--- config.mk ---
export PLATFORM = sky130hd
export DESIGN_NAME = seg7_scan_driver
export DESIGN_NICKNAME = d
export VERILOG_FILES = /design/src/rtl/seg7_pkg.sv /design/src/rtl/seg7_glyph_rom.sv /design/src/rtl/seg7_scan_driver.sv
export SDC_FILE = /design/constraint.sdc
export NUM_CORES = 1
export LEC_CHECK = 0
export CAP_MARGIN = 20
export CORE_ASPECT_RATIO = 0.8
export CORE_MARGIN = 2
export CORE_UTILIZATION = 54
export CTS_CLUSTER_SIZE = 14
export DETAILED_ROUTE_END_ITERATION = 10
export PLACE_DENSITY = 0.87
export SLEW_MARGIN = 20
export SYNTH_ARGS = -nofsm -noshare
export SYNTH_HDL_FRONTEND = slang
export SYNTH_HIERARCHICAL = 1
export SYNTH_SLANG_ARGS = --single-unit
--- constraint.sdc ---
create_clock -name clk -period 2.8 [get_ports clk]
set_input_delay 0.42 -clock clk [delete_from_list [all_inputs] [get_ports clk]]
set_output_delay 0.42 -clock clk [all_outputs]
set_load 0.005 [all_outputs]
--- src/rtl/seg7_pkg.sv ---
// Shared glyph-code definitions for the 7-segment display path.
// The game-mode blocks and the scan driver import the same constants so
// that a code written on seg_data always means the same glyph everywhere.
package seg7_pkg;

    typedef logic [4:0] glyph_code_t;

    // Numeric digits
    localparam glyph_code_t G_0     = 5'h00;
    localparam glyph_code_t G_1     = 5'h01;
    localparam glyph_code_t G_2     = 5'h02;
    localparam glyph_code_t G_3     = 5'h03;
    localparam glyph_code_t G_4     = 5'h04;
    localparam glyph_code_t G_5     = 5'h05;
    localparam glyph_code_t G_6     = 5'h06;
    localparam glyph_code_t G_7     = 5'h07;
    localparam glyph_code_t G_8     = 5'h08;
    localparam glyph_code_t G_9     = 5'h09;

    // Letters and blank
    localparam glyph_code_t G_B     = 5'h0A;
    localparam glyph_code_t G_S     = 5'h0B;
    localparam glyph_code_t G_L     = 5'h0C;
    localparam glyph_code_t G_D     = 5'h0D;
    localparam glyph_code_t G_E     = 5'h0E;
    localparam glyph_code_t G_BLANK = 5'h0F;

    // Extended set; every code above G_DASH renders blank
    localparam glyph_code_t G_R     = 5'h10;
    localparam glyph_code_t G_G     = 5'h11;
    localparam glyph_code_t G_O     = 5'h12;
    localparam glyph_code_t G_DASH  = 5'h13;

    // Four blank codes packed onto the 20-bit bus
    localparam logic [19:0] SEG_DATA_BLANK = 20'h7BDEF;

    // One latched frame: four glyph codes plus the decimal-point requests
    typedef struct packed {
        logic [19:0] codes;
        logic [3:0]  dp;
    } frame_t;

    // Pack four codes onto the seg_data bus, digit 3 in the top bits
    function automatic logic [19:0] pack_codes(
        input glyph_code_t d3,
        input glyph_code_t d2,
        input glyph_code_t d1,
        input glyph_code_t d0
    );
        return {d3, d2, d1, d0};
    endfunction

endpackage

--- src/rtl/seg7_glyph_rom.sv ---
// Combinational glyph decoder: 5-bit glyph code to an active-high
// segment pattern ordered {g,f,e,d,c,b,a}. Polarity is handled downstream.
module seg7_glyph_rom
    import seg7_pkg::*;
(
    input  logic [4:0] code,
    output logic [6:0] pattern
);

    // Look up the segment pattern for the requested code
    always_comb begin
        // NOTE: default assignment first so every path drives pattern and no latch is inferred.
        pattern = 7'h00;
        case (code)
            G_0:     pattern = 7'h3F;
            G_1:     pattern = 7'h06;
            G_2:     pattern = 7'h5B;
            G_3:     pattern = 7'h4F;
            G_4:     pattern = 7'h66;
            G_5:     pattern = 7'h6D;
            G_6:     pattern = 7'h7D;
            G_7:     pattern = 7'h07;
            G_8:     pattern = 7'h7F;
            G_9:     pattern = 7'h6F;
            G_B:     pattern = 7'h7C;
            G_S:     pattern = 7'h6D;
            G_L:     pattern = 7'h38;
            G_D:     pattern = 7'h5E;
            G_E:     pattern = 7'h79;
            G_BLANK: pattern = 7'h00;
            G_R:     pattern = 7'h50;
            G_G:     pattern = 7'h6F;
            G_O:     pattern = 7'h5C;
            G_DASH:  pattern = 7'h40;
            default: pattern = 7'h00;
        endcase
    end

endmodule

--- src/rtl/seg7_scan_driver.sv ---
// Four-digit multiplexed 7-segment driver. Latches a frame of glyph codes
// at the start of each scan, then lights one digit per slot with a dark
// gap at the start of every slot to keep the previous digit from ghosting.
module seg7_scan_driver
    import seg7_pkg::*;
#(
    parameter int DIGIT_CYCLES   = 100000,
    parameter int BLANK_CYCLES   = 2000,
    parameter bit AN_ACTIVE_LOW  = 1'b1,
    parameter bit SEG_ACTIVE_LOW = 1'b1
) (
    input  logic        clk,
    input  logic        reset,
    input  logic        enable,
    input  logic [19:0] seg_data,
    input  logic [3:0]  dp_mask,
    output logic [3:0]  an,
    output logic [6:0]  seg,
    output logic        dp,
    output logic        frame_tick
);

    localparam int CNT_W = $clog2(DIGIT_CYCLES);

    localparam logic [CNT_W-1:0] BLANK_LAST = CNT_W'(BLANK_CYCLES - 1);
    localparam logic [CNT_W-1:0] DRIVE_LAST = CNT_W'(DIGIT_CYCLES - BLANK_CYCLES - 1);

    localparam logic [0:0] ST_BLANK = 1'b0;
    localparam logic [0:0] ST_DRIVE = 1'b1;

    // Pin levels for "off"; XOR-ing an active-high value with these applies polarity
    localparam logic [3:0] AN_OFF  = {4{AN_ACTIVE_LOW}};
    localparam logic [6:0] SEG_OFF = {7{SEG_ACTIVE_LOW}};
    localparam logic       DP_OFF  = SEG_ACTIVE_LOW;

    localparam frame_t FRAME_RESET = '{codes: SEG_DATA_BLANK, dp: 4'h0};

    logic [0:0]       state;
    logic [0:0]       state_nxt;
    logic [1:0]       digit_idx;
    logic [1:0]       idx_nxt;
    logic [CNT_W-1:0] cnt;
    logic [CNT_W-1:0] cnt_nxt;
    frame_t           shadow;

    logic             latch_now;
    logic [4:0]       cur_code;
    logic [6:0]       cur_pattern;
    logic [3:0]       an_hi;
    logic [6:0]       seg_hi;
    logic             dp_hi;

    // A new frame is taken at the very first cycle of digit 0's blank gap
    assign latch_now = (state == ST_BLANK) && (digit_idx == 2'd0) && (cnt == '0);

    assign cur_code = shadow.codes[5*digit_idx +: 5];

    seg7_glyph_rom u_glyph_rom (
        .code    (cur_code),
        .pattern (cur_pattern)
    );

    // Slot sequencing: BLANK for BLANK_CYCLES, DRIVE for the rest, then next digit
    always_comb begin
        state_nxt = state;
        idx_nxt   = digit_idx;
        cnt_nxt   = cnt + CNT_W'(1);
        case (state)
            ST_BLANK: begin
                if (cnt == BLANK_LAST) begin
                    state_nxt = ST_DRIVE;
                    cnt_nxt   = '0;
                end
            end
            ST_DRIVE: begin
                if (cnt == DRIVE_LAST) begin
                    state_nxt = ST_BLANK;
                    idx_nxt   = digit_idx + 2'd1;
                    cnt_nxt   = '0;
                end
            end
            default: begin
                state_nxt = ST_BLANK;
                idx_nxt   = 2'd0;
                cnt_nxt   = '0;
            end
        endcase
    end

    // Active-high view of what the current slot should show
    always_comb begin
        an_hi  = 4'h0;
        seg_hi = 7'h00;
        dp_hi  = 1'b0;
        if (state == ST_DRIVE) begin
            an_hi  = 4'b0001 << digit_idx;
            seg_hi = cur_pattern;
            dp_hi  = shadow.dp[digit_idx];
        end
    end

    // Scan state and frame shadow; disable parks the scan but keeps the last frame
    always_ff @(posedge clk) begin
        // NOTE: non-blocking assignments so every register samples pre-edge values.
        if (reset) begin
            state     <= ST_BLANK;
            digit_idx <= 2'd0;
            cnt       <= '0;
            // NOTE: shadow is reset so a display enabled before any frame shows blanks, not garbage.
            shadow    <= FRAME_RESET;
        end else if (!enable) begin
            state     <= ST_BLANK;
            digit_idx <= 2'd0;
            cnt       <= '0;
        end else begin
            state     <= state_nxt;
            digit_idx <= idx_nxt;
            cnt       <= cnt_nxt;
            if (latch_now) begin
                shadow <= '{codes: seg_data, dp: dp_mask};
            end
        end
    end

    // Registered pin drivers with polarity applied last
    always_ff @(posedge clk) begin
        if (reset || !enable) begin
            an         <= AN_OFF;
            seg        <= SEG_OFF;
            dp         <= DP_OFF;
            frame_tick <= 1'b0;
        end else begin
            an         <= an_hi ^ AN_OFF;
            seg        <= seg_hi ^ SEG_OFF;
            dp         <= dp_hi ^ DP_OFF;
            frame_tick <= latch_now;
        end
    end

endmodule

# Word level (Yosys, flattened, before mapping)
# Memory sizes are Yosys's and may differ from the RTL's.
# Index checks and enable logic that the tools add are counted.
[word_totals] register_bits=57 rom_bits=224 input_bits=27 out_inout_bits=13 wordCells=43 n_memories=1
[classes] n_addsub=2 n_mul=1 order_cmp=1 eq_ne=2 shifts=2 muxes=11 n_bitwise=5 reduce_logical=9
[memory_table] name="(no name shown)" depth=32 word_bits=7 read_ports=1 rd_clocked_by_memory_dff=0 write_ports=0 line="seg7_glyph_rom.sv:14" text="case (code)"
[ops] cell="$mux W17" n=2
[ops] cell="$pmux W17 S2" n=1
[ops] cell="$shiftx A20 B6 Y5" n=1
[ops] cell="$add A17 B1 Y17 const B" n=1
[ops] cell="$eq A17 B11 Y1 const B" n=1
[ops] cell="$eq A17 B17 Y1 const B" n=1
[ops] cell="$logic_not A17 Y1" n=1
[ops] cell="$mux W7" n=1
[ops] cell="$not A7 Y7" n=1
[ops] cell="$mul A3 B2 Y5 const A" n=1
[ops] cell="$mux W1" n=4
[ops] cell="$mux W4" n=1
[ops] cell="$not A4 Y4" n=1
[ops] cell="$reduce_and A2 Y1" n=2
[ops] cell="$shl A1 B2 Y4 const A" n=1
[ops] cell="$lt A2 B3 Y1 const B" n=1
[ops] cell="$not A1 Y1" n=3
[ops] cell="$add A2 B1 Y2 const B" n=1
[ops] cell="$bmux W1 S2" n=1
[ops] cell="$logic_and A1 B1 Y1" n=2
[ops] cell="$logic_not A2 Y1" n=1
[ops] cell="$pmux W1 S2" n=1
[ops] cell="$reduce_or A2 Y1" n=1
[ops] cell="$logic_not A1 Y1" n=1
[ops] cell="$logic_or A1 B1 Y1" n=1

# Depth between registers and ports, before layout
# Gate-level depths: netlist (run 1).
# An unclocked memory read counts as a cell.
[logic_depth] word_depth=5 ltp_mapped=8 ltp_nobuf=7

# Modules after synthesis
# Netlist (run 1), hierarchy kept.
[by_module_without_submodules] module="seg7_scan_driver" instances=1 cells_per_inst=267 area_per_inst_um2=2498.6 seq_area_each_um2=1141.1
[by_module_without_submodules] module="seg7_glyph_rom" instances=1 cells_per_inst=54 area_per_inst_um2=401.6 seq_area_each_um2=0.0

# Worst setup path before layout (run 1)
# Ideal clock, no wire load.
[synth_timing] path_type="flip-flop to flip-flop" from="register digit_idx[0]" to="register shadow[10] in the netlist's numbering" setup_time_ns=0.135 arrival_time_ns=2.224 t_required_ns=2.665 setup_slack_ns=0.440 path_stages_with_launch=9 n_path_buf=2 period_less_slack_ns=2.360 cell_sequence="dfxtp_1 -> clkbuf_1 -> inv_1 -> ha_1 -> or4bb_1 -> or3b_1 -> clkbuf_1 -> o21ai_0 -> nand3_1"
[synth_between] elab_chain_len=4
[synth_rtl] item="start: declaration" line="seg7_scan_driver.sv:40" text="logic [1:0] digit_idx;"
[synth_rtl] item="start signal: assignment" line="seg7_scan_driver.sv:117" text="digit_idx <= idx_nxt;"
[synth_rtl] item="$logic_not A2 Y1" line="seg7_scan_driver.sv:54" text="assign latch_now = (state == ST_BLANK) && (digit_idx == 2'd0) && (cnt == '0);"
[synth_rtl] item="$logic_and A1 B1 Y1 (2 in a row)" line="seg7_scan_driver.sv:54"
[synth_rtl] item="$reduce_and A2 Y1 (no source line)"
[synth_rtl] item="end signal: assignment" line="seg7_scan_driver.sv:120" text="shadow <= '{codes: seg_data, dp: dp_mask};"
[synth_rtl] item="end: declaration" line="seg7_scan_driver.sv:44" text="frame_t shadow;"
# Every way passes these cells.
# A chain may end at the register's enable or synchronous reset.

# Worst setup path after layout (run 1)
[layout_timing] from="register cnt[0]" to="register cnt[6]"
[layout_between] elab_chain_len=3 elab_cells_between_ends=6 classes_between="1 x add/sub; 2 x eq/ne; 3 x mux"
[layout_rtl] item="start: declaration" line="seg7_scan_driver.sv:42" text="logic [CNT_W-1:0] cnt;"
[layout_rtl] item="start signal: assignment" line="seg7_scan_driver.sv:118" text="cnt <= cnt_nxt;"
[layout_rtl] item="$add A17 B1 Y17 (tied with other cells)" line="seg7_scan_driver.sv:67" text="cnt_nxt = cnt + CNT_W'(1);"
[layout_rtl] item="$mux W17 (on tied branches)" line="seg7_scan_driver.sv:76, seg7_scan_driver.sv:70"
[layout_rtl] item="$pmux W17 S2 (*)" line="seg7_scan_driver.sv:68" text="case (state)"
# Mark *: on every way between the ends. The rest lies on a longest branch, timed or not.

==> results of run 1 <==
registers in the layout (all words and copies together), names as in the netlist:
signal	flops
an	4
state	1
seg	7
shadow	24
digit_idx	2
frame_tick	1
cnt	17
dp	1
worst paths after layout:
check                                            start                      to  cells after the start
worst min-delay path            shadow[0]$_SDFFE_PP0P_  shadow[0]$_SDFFE_PP0P_                      2
worst min register to register  shadow[0]$_SDFFE_PP0P_  shadow[0]$_SDFFE_PP0P_                      2
worst max register to register       cnt[0]$_SDFF_PP0_       cnt[6]$_SDFF_PP0_                      5
worst max-delay path                 cnt[0]$_SDFF_PP0_       cnt[6]$_SDFF_PP0_                      5
area by class of cell:
| class | instances | area [µm²] |
|---|---|---|
| clock buffers | 11 | 151 |
| clock inverters | 5 | 125 |
| fillers | 399 | 1540 |
| inverters | 10 | 37.5 |
| multi-input cells | 228 | 1570 |
| flip-flops and latches | 57 | 1140 |
| well taps | 62 | 77.6 |
| repair buffers | 46 | 443 |
metal layers:
metal / global-route usage [%] / part of all wire (%)
met2: 34.7 / 47
met1: 30.5 / 44
met3: 9.05 / 7.5
met5: 0 / 0
met4: 7.23 / 1.6
tightest hold or removal path, stage by stage (launching register included):
cell,delay [ns]
dfxtp_1,0.31
o21ai_0,0.06
a21oi_1,0.06
synth_stat cells, drive strengths merged, types with 4 or more instances:
cell type / number
a21oi: 16
and3: 5
and4: 4
buf: 11
clkbuf: 15
dfxtp: 57
ha: 13
inv: 10
mux4: 6
nand2: 20
nand3: 47
nand4: 7
nor2: 9
nor3: 14
o21ai: 31
o31ai: 4
or3: 4
xor2: 10
metrics by stage:
stage	cells	power (mW)	hold slack, ns	cell area, µm²	util [%]
floorplan	321	1.03	0.446	2900	-
detailed placement	403	1.09	0.467	3270	64.3
CTS	419	2.15	0.475	3550	69.7
finish	419	2.13	0.475	3550	69.7
global route	419	2.22	0.497	3550	69.7
global placement	403	1.08	0.454	3270	64.3
where the power goes:
part	internal [mW]	switching [mW]	total, mW
combinational	0.109	0.110	0.219
sequential	0.840	0.0141	0.854
clock	0.728	0.333	1.06
total	1.68	0.457	2.13
cell usage in the layout (no fill, tap or decap), drive strengths merged, types with 4 or more instances in the layout:
cell / n
and4: 4
xor2: 10
nand3: 47
ha: 13
bufinv: 4
mux4: 6
clkbuf: 11
and3: 5
or3: 4
nand2: 20
inv: 10
nor3: 14
o21ai: 31
clkdlybuf4s50: 39
a21oi: 16
buf: 7
o31ai: 4
dfxtp: 57
nand4: 7
nor2: 9
cell families after synthesis:
group / synth area share (%)
adders and majority gates: 5.61
buffers and inverters: 6.69
muxes: 4.66
DFF: 39.3
xor gates and xnor gates: 3.93
and+or+nand+nor: 25.8
AOI/OAI and AO/OA: 14.0
==> results_dict.tcl, run 1 <==
set metrics [dict create \
    status "complete, no violations" \
    rows 23 \
    worstPathArrival_ns 2.55 \
    max-cap-violations 0 \
    drive_above_1_share_pct 11.2 \
    cts_setup_buffers 0 \
    die_y_um 69.6 \
    async_flop_share_pct 0 \
    cp_cell_sequence "ha_1, and3_1, nand3_1, o311ai_4, nor3_1" \
    n_antenna_cell 0 \
    synth_seq_cells 57 \
    critPathLaunchType "flip-flop" \
    synthFlopType "dfxtp_1" \
    slew_headroom_pct 45.1 \
    cts_buffers 9 \
    grt_use_total_pct 23.1 \
    gp_congestion 0.819 \
    cts.path.max_buffers 2 \
    vias_per_cell 5.96 \
    cts.sinks 57 \
    clk_pin_slew_ns 0.07 \
    cpPeakStageDelay_ns 0.80 \
    drc 0 \
    ios 40 \
    finalMaxSlewViolations 0 \
    p_leak_nw 1.32 \
    finalSetupTns_ns 0 \
    cts-root-buf "clkbuf_8" \
    cts_resized 0 \
    htreeDepth 3 \
    fin_nets 392 \
    dp_slack_ns 0.321 \
    slowest_stage "o311ai_4" \
    worst_slack_ns 0.444 \
    period_share_pct 84.1 \
    critPathRequiredTime_ns 2.99 \
    io_buffers 39 \
    cts_tree "done" \
    synth_top_area_share_pct 39.3 \
    path_buf_inv 0 \
    place_hpwl_mm 4.43 \
    overflow 0 \
    synth_edf_count 0 \
    power_density_nw_per_um2 601 \
    first_iter_violations 183 \
    dr.pass1.iters 5 \
    setup_violations 0 \
    crit_fanout 17 \
    fin_skew_ns 0.00879 \
    wl_per_cell_um 15.6 \
    start_util_pct 56.9 \
    critical_path_class "flip-flop to flip-flop" \
    synth_area_leader_cell "dfxtp_1" \
    grt_max_degree 26 \
    ir_drop_mv 0.424 \
    synth_cell_type_count 55 \
    coreArea_um2 5090 \
    ys_top_cells_by_area "dfxtp_1 (39%), nand3_1 (8.1%), ha_1 (5.6%)" \
    worst_pin_slew_ns 0.821 \
    grt_pass1_vias 2263 \
    r2r_slack_ns 0.44 \
    dieWidth_um 85.9 \
    dr_total_vias 2496 \
    syn_to_final_growth_pct 22.4 \
    drtAntennaViolNets 0 \
    period_needed_ns 2.36 \
    grt_first_pass_wirelength_mm 10.8 \
    synth_cells 321 \
    grt_setup_unrepaired "no" \
    dieArea_um2 5980 \
    crit_path_end_kind "flip-flop" \
    syn_area_um2 2900 \
    insertion_delay_ns 0.35 \
    syn-num-nets 361 \
    seq_area_frac_synth_pct 39.3 \
    yosysWarnings 6 \
    avgSynthCellArea_um2 9.04 \
    hold_viol_final 0 \
    fmax_mhz 425 \
    antenna_found_initial 0 \
    critical_path.top_delay_family "compound AO/OA/AOI/OAI gates" \
    routed_wl_mm 6.52 \
    postCtsHoldBufs 0 \
    hold_class "flip-flop to flip-flop" \
]
No activity file was read; power rests on OpenSTA's default activity.
==> inputs of run 2 (changes only) <==
--- a/config.mk
+++ b/config.mk
@@ -8,10 +8,10 @@
 export CAP_MARGIN = 20
 export CORE_ASPECT_RATIO = 0.8
 export CORE_MARGIN = 2
-export CORE_UTILIZATION = 54
+export CORE_UTILIZATION = 49
 export CTS_CLUSTER_SIZE = 14
 export DETAILED_ROUTE_END_ITERATION = 10
-export PLACE_DENSITY = 0.87
+export PLACE_DENSITY = 0.83
 export SLEW_MARGIN = 20
 export SYNTH_ARGS = -nofsm -noshare
 export SYNTH_HDL_FRONTEND = slang
==> constraint.sdc (replaced) <==
create_clock -name clk -period 2.1 [get_ports clk]
set_input_delay 0.315 -clock clk [delete_from_list [all_inputs] [get_ports clk]]
set_output_delay 0.315 -clock clk [all_outputs]
set_load 0.005 [all_outputs]
==> run 2 against run 1 <==
Effect of this change:
- hold slack better by 0.0031 ns
- setup slack lost 0.35 ns
- global-route usage decreased by 2.4 points
- register-to-register slack got worse by 0.35 ns
- core utilization is 4.6 points lower
- critical path type unchanged
- largest cell class unchanged
==> results_dict.tcl, run 2 (synthesis gave the netlist of run 1 again) <==
set metrics [dict create \
    dr_total_vias 2592 \
    period_needed_ns 2.01 \
    critPathLaunchType "flip-flop" \
    worst_pin_slew_ns 0.439 \
    grt_setup_unrepaired "yes" \
    fin_nets 414 \
    fin_area_um2 3780 \
    finalPower_mw 2.88 \
    dr.pass1.iters 5 \
    internal_power_mw 2.27 \
    gp_congestion 0.836 \
    coreArea_um2 5820 \
    power.net_switching_mw 0.616 \
    fin_skew_ns 0.00857 \
    dieArea_um2 6550 \
    placed_cells 442 \
    layout_commonest_cell "dfxtp_1" \
    grt_pass1_vias 2260 \
    cts-root-buf "clkbuf_8" \
    first_iter_violations 213 \
    multi_input_area_um2 1610 \
    ios 40 \
    p_leak_nw 1.43 \
    cts_setup_buffers 0 \
    rows 25 \
    slew_headroom_pct 70.8 \
    hold_depth 2 \
    crit_fanout 12 \
    place_area_um2 3480 \
    pwr-share-clk_pct 48.9 \
    rr_worst_depth 6 \
    drc 0 \
    largest_register "shadow" \
    finalMaxSlewViolations 0 \
    htreeDepth 3 \
    cts.path.max_buffers 2 \
    critPathRequiredTime_ns 2.33 \
    fillCellCount 453 \
    p_sw_share_pct 21.4 \
    setup_violations 0 \
    fin_cells 460 \
    syn_to_final_growth_pct 30.5 \
    clk_pin_slew_ns 0.07 \
    power_density_nw_per_um2 762 \
    worstPathArrival_ns 2.24 \
    pwr-share-seq_pct 39.5 \
    antenna_found_initial 0 \
    combPwrFrac_pct 11.6 \
    n_antenna_cell 0 \
    largest_reg_flops 24 \
    vias_per_cell 5.63 \
    max-cap-violations 0 \
    cts_tree "done" \
    die_y_um 72.8 \
    layout_common_cells "dfxtp_1 (56), nand3_1 (47), clkdlybuf4s50_1 (39), o21ai_0 (26), buf_4 (25)" \
    grt_max_degree 26 \
    reg_top3 "shadow: 24 flops, cnt: 17 flops, seg: 7 flops" \
    wl_per_cell_um 14.7 \
    cts.sinks 57 \
    fmax_mhz 498 \
    cts_buffers 9 \
    drive_above_1_share_pct 18.2 \
    hold_viol_final 0 \
    finalHoldWorstSlack_ns 0.478 \
    r2r_slack_ns 0.09 \
    place_hpwl_mm 4.57 \
    critical_path_class "flip-flop to flip-flop" \
    io_buffers 39 \
    period_share_pct 95.7 \
    grt_use_total_pct 20.7 \
    ir_drop_mv 0.350 \
    seq_area_um2 1140 \
    postCtsHoldBufs 0 \
    routed_wl_mm 6.77 \
    dieWidth_um 90.0 \
    status "complete, no violations" \
    hold_class "flip-flop to flip-flop" \
    insertion_delay_ns 0.34 \
    grt_first_pass_wirelength_mm 10.8 \
    drtAntennaViolNets 0 \
    overflow 0 \
    start_util_pct 49.8 \
    crit_path_end_kind "flip-flop" \
]
run 2: cell types whose count changed in the layout (fill, tap and decap cells not counted), sizes merged:
cell,previous run,this run
buf,7,27
or3b,1,3
run 2: layout make-up:
class | count | share of cell area, %
multi-input cells | 230 | 42.4
flip-flops and latches | 57 | 30.2
repair buffers | 66 | 16.3
clock buffers | 11 | 4.00
clock inverters | 5 | 3.31
well taps | 81 | 2.68
inverters | 10 | 0.992
run 2: metrics by stage:
stage | utilization (%) | setup TNS (ns) | setup slack, ns
after floorplan | - | 0 | 0.0359
after global placement | 59.8 | -3.66 | -0.169
after global routing | 65.1 | -0.00288 | -0.00288
final | 65.1 | 0 | 0.0902
after detailed placement | 59.8 | -4.60 | -0.239
after CTS | 64.6 | 0 | 0.0354
run 2: worst paths after layout:
path                                           startpoint                       to
worst max-delay path            digit_idx[0]$_SDFFE_PP0P_  shadow[12]$_SDFFE_PP1P_
worst min-delay path               shadow[3]$_SDFFE_PP0P_   shadow[3]$_SDFFE_PP0P_
worst max register to register  digit_idx[0]$_SDFFE_PP0P_  shadow[12]$_SDFFE_PP1P_
worst min register to register     shadow[3]$_SDFFE_PP0P_   shadow[3]$_SDFFE_PP0P_
run 2: metal layers:
| metal | routed length (µm) | up-vias | global-route usage, % |
|---|---|---|---|
| met5 | 0 | - | 0 |
| met4 | 68 | 0 | 6.84 |
| met3 | 428 | 7 | 6.30 |
| met2 | 3120 | 90 | 31.7 |
| met1 | 3150 | 1219 | 28.2 |
| li1 | - | 1276 | - |
run 2: power by group through the flow:
| stage | clock network, mW | registers (mW) | logic (mW) |
|---|---|---|---|
| 4_1_cts | 1.43 | 1.14 | 0.323 |
| 3_3_place_gp | 0 | 1.16 | 0.311 |
| 3_5_place_dp | 0 | 1.16 | 0.320 |
| 5_1_grt | 1.48 | 1.14 | 0.369 |
| 2_1_floorplan | 0 | 1.16 | 0.221 |
| 6_report | 1.41 | 1.14 | 0.335 |
run 2: timing repair:
action / in CTS / in global routing
pin swaps: 0 / 1
endpoints found under the hold margin: 0 / 0
endpoints found under the setup margin: 18 / 22
resized for setup: 1 / 7
gates cloned: 0 / 2
run 2: worst max-delay path, cell delays in order, from the launching register on:
cell,delay (ns)
dfxtp_4,0.38
inv_2,0.07
ha_1,0.17
or4bb_4,0.52
or3b_4,0.49
o21ai_0,0.18
nand3_1,0.09
==> inputs of run 3 (changes only) <==
--- a/config.mk
+++ b/config.mk
@@ -11,7 +11,7 @@
 export CORE_UTILIZATION = 49
 export CTS_CLUSTER_SIZE = 14
 export DETAILED_ROUTE_END_ITERATION = 10
-export PLACE_DENSITY = 0.83
+export PLACE_DENSITY = 0.72
 export SLEW_MARGIN = 20
 export SYNTH_ARGS = -nofsm -noshare
 export SYNTH_HDL_FRONTEND = slang
==> run 3 against run 2 <==
Effect of this change:
- final cell count grew 0.65%
- largest cell class unchanged
- sequential share of layout area is essentially flat
- combinational power grew 4%
- maximum frequency shrank 1.6%
==> results_dict.tcl, run 3 (synthesis gave the netlist of run 1 again) <==
set metrics [dict create \
    status "complete, no violations" \
    worstPathArrival_ns 2.27 \
    p_sw_share_pct 22.8 \
    dr.pass1.iters 4 \
    fin_skew_ns 0.00722 \
    crit_path_end_kind "flip-flop" \
    p_leak_nw 1.44 \
    syn_to_final_growth_pct 30.5 \
    finalHoldWorstSlack_ns 0.478 \
    fmax_mhz 490 \
    layout_commonest_cell "dfxtp_1" \
    gp_congestion 0.834 \
    largest_reg_flops 24 \
    rows 25 \
    power.net_switching_mw 0.626 \
    crit_fanout 12 \
    hold_viol_final 0 \
    insertion_delay_ns 0.35 \
    finalMaxSlewViolations 0 \
    postCtsHoldBufs 0 \
    vias_per_cell 5.64 \
    cts_buffers 9 \
    power_density_nw_per_um2 726 \
    grt_use_total_pct 21.3 \
    htreeDepth 3 \
    dieWidth_um 90.0 \
    n_antenna_cell 0 \
    layout_common_cells "dfxtp_1 (56), nand3_1 (47), clkdlybuf4s50_1 (39), buf_4 (29), o21ai_1 (20)" \
    clk_pin_slew_ns 0.07 \
    grt_first_pass_wirelength_mm 11.2 \
    worst_slack_ns 0.0577 \
    pwr-share-seq_pct 41.4 \
    setup_violations 0 \
    largest_register "shadow" \
    period_share_pct 97.3 \
    critical_path_class "flip-flop to flip-flop" \
    ios 40 \
    grt_setup_unrepaired "yes" \
    pwr-share-clk_pct 46.0 \
    grt_max_degree 26 \
    dieArea_um2 6550 \
    slew_headroom_pct 71.2 \
    wl_per_cell_um 14.4 \
    io_buffers 39 \
    ir_drop_mv 0.437 \
    fillCellCount 493 \
    fin_util_pct 65.1 \
    drc 0 \
    internal_power_mw 2.12 \
    coreArea_um2 5820 \
    multi_input_area_um2 1610 \
    drive_above_1_share_pct 19.1 \
    critPathRequiredTime_ns 2.33 \
    start_util_pct 49.8 \
    cts-root-buf "clkbuf_8" \
    routed_wl_mm 6.65 \
    hold_class "flip-flop to flip-flop" \
    first_iter_violations 160 \
    combPwrFrac_pct 12.6 \
    place_hpwl_mm 4.55 \
    grt_pass1_vias 2380 \
    cts.sinks 57 \
    dp_slack_ns -0.213 \
    cts.path.max_buffers 2 \
    max-cap-violations 0 \
    period_needed_ns 2.04 \
    worst_pin_slew_ns 0.431 \
    r2r_slack_ns 0.06 \
    reg_top3 "shadow: 24 flops, cnt: 17 flops, seg: 7 flops" \
    cts_tree "done" \
    drtAntennaViolNets 0 \
    dr_total_vias 2610 \
    seq_area_um2 1140 \
    critPathLaunchType "flip-flop" \
    overflow 0 \
    finalSetupTns_ns 0 \
    die_y_um 72.8 \
    antenna_found_initial 0 \
    cts_setup_buffers 0 \
    fin_nets 417 \
]
run 3: path summary, 6_finish.rpt:
| check | start | to | cells after the start |
|---|---|---|---|
| max | digit_idx[0]$_SDFFE_PP0P_ | shadow[9]$_SDFFE_PP1P_ | 6 |
| min | shadow[13]$_SDFFE_PP0P_ | shadow[13]$_SDFFE_PP0P_ | 2 |
| max reg2reg | digit_idx[0]$_SDFFE_PP0P_ | shadow[9]$_SDFFE_PP1P_ | 6 |
| min reg2reg | shadow[13]$_SDFFE_PP0P_ | shadow[13]$_SDFFE_PP0P_ | 2 |
run 3: cell type report:
cell class / count / share of cell area (%)
multi-input cells: 229 / 42.5
flip-flops and latches: 57 / 30.2
repair buffers: 70 / 17.1
clock buffers: 11 / 3.73
clock inverters: 5 / 2.71
well taps: 81 / 2.68
inverters: 10 / 0.991
run 3: power groups by stage:
stage / sequential (mW) / clock, mW / combinational [mW]
2_1_floorplan: 1.16 / 0 / 0.221
3_3_place_gp: 1.16 / 0 / 0.320
3_5_place_dp: 1.16 / 0 / 0.328
4_1_cts: 1.14 / 1.28 / 0.335
5_1_grt: 1.14 / 1.32 / 0.382
6_report: 1.14 / 1.26 / 0.347
run 3: per-stage QoR:
stage | power (mW) | area, µm² | std cells
after floorplan | 1.38 | 2940 | 321
after global placement | 1.48 | 3510 | 446
after detailed placement | 1.49 | 3510 | 446
after CTS | 2.76 | 3760 | 463
after global routing | 2.85 | 3790 | 463
final | 2.75 | 3790 | 463
run 3: repair_timing:
item,in CTS,in global routing
cloned,1,0
endpoints found under the setup margin,29,29
hold endpoints to repair,0,0
pin swaps,1,2
gates resized for setup,2,23
run 3: critical path, cell delays in order (launching register included):
cell and delay (ns):
dfxtp_4 0.38, inv_2 0.06, ha_1 0.19, or4bb_4 0.52, or3b_4 0.49, o21ai_0 0.17, nand3_1 0.10
run 3: per-layer routing:
| layer | wire, µm | global-route usage (%) |
|---|---|---|
| met5 | 0 | 0 |
| met4 | 109 | 9.06 |
| met3 | 340 | 5.99 |
| met2 | 2970 | 33.2 |
| met1 | 3240 | 28.1 |
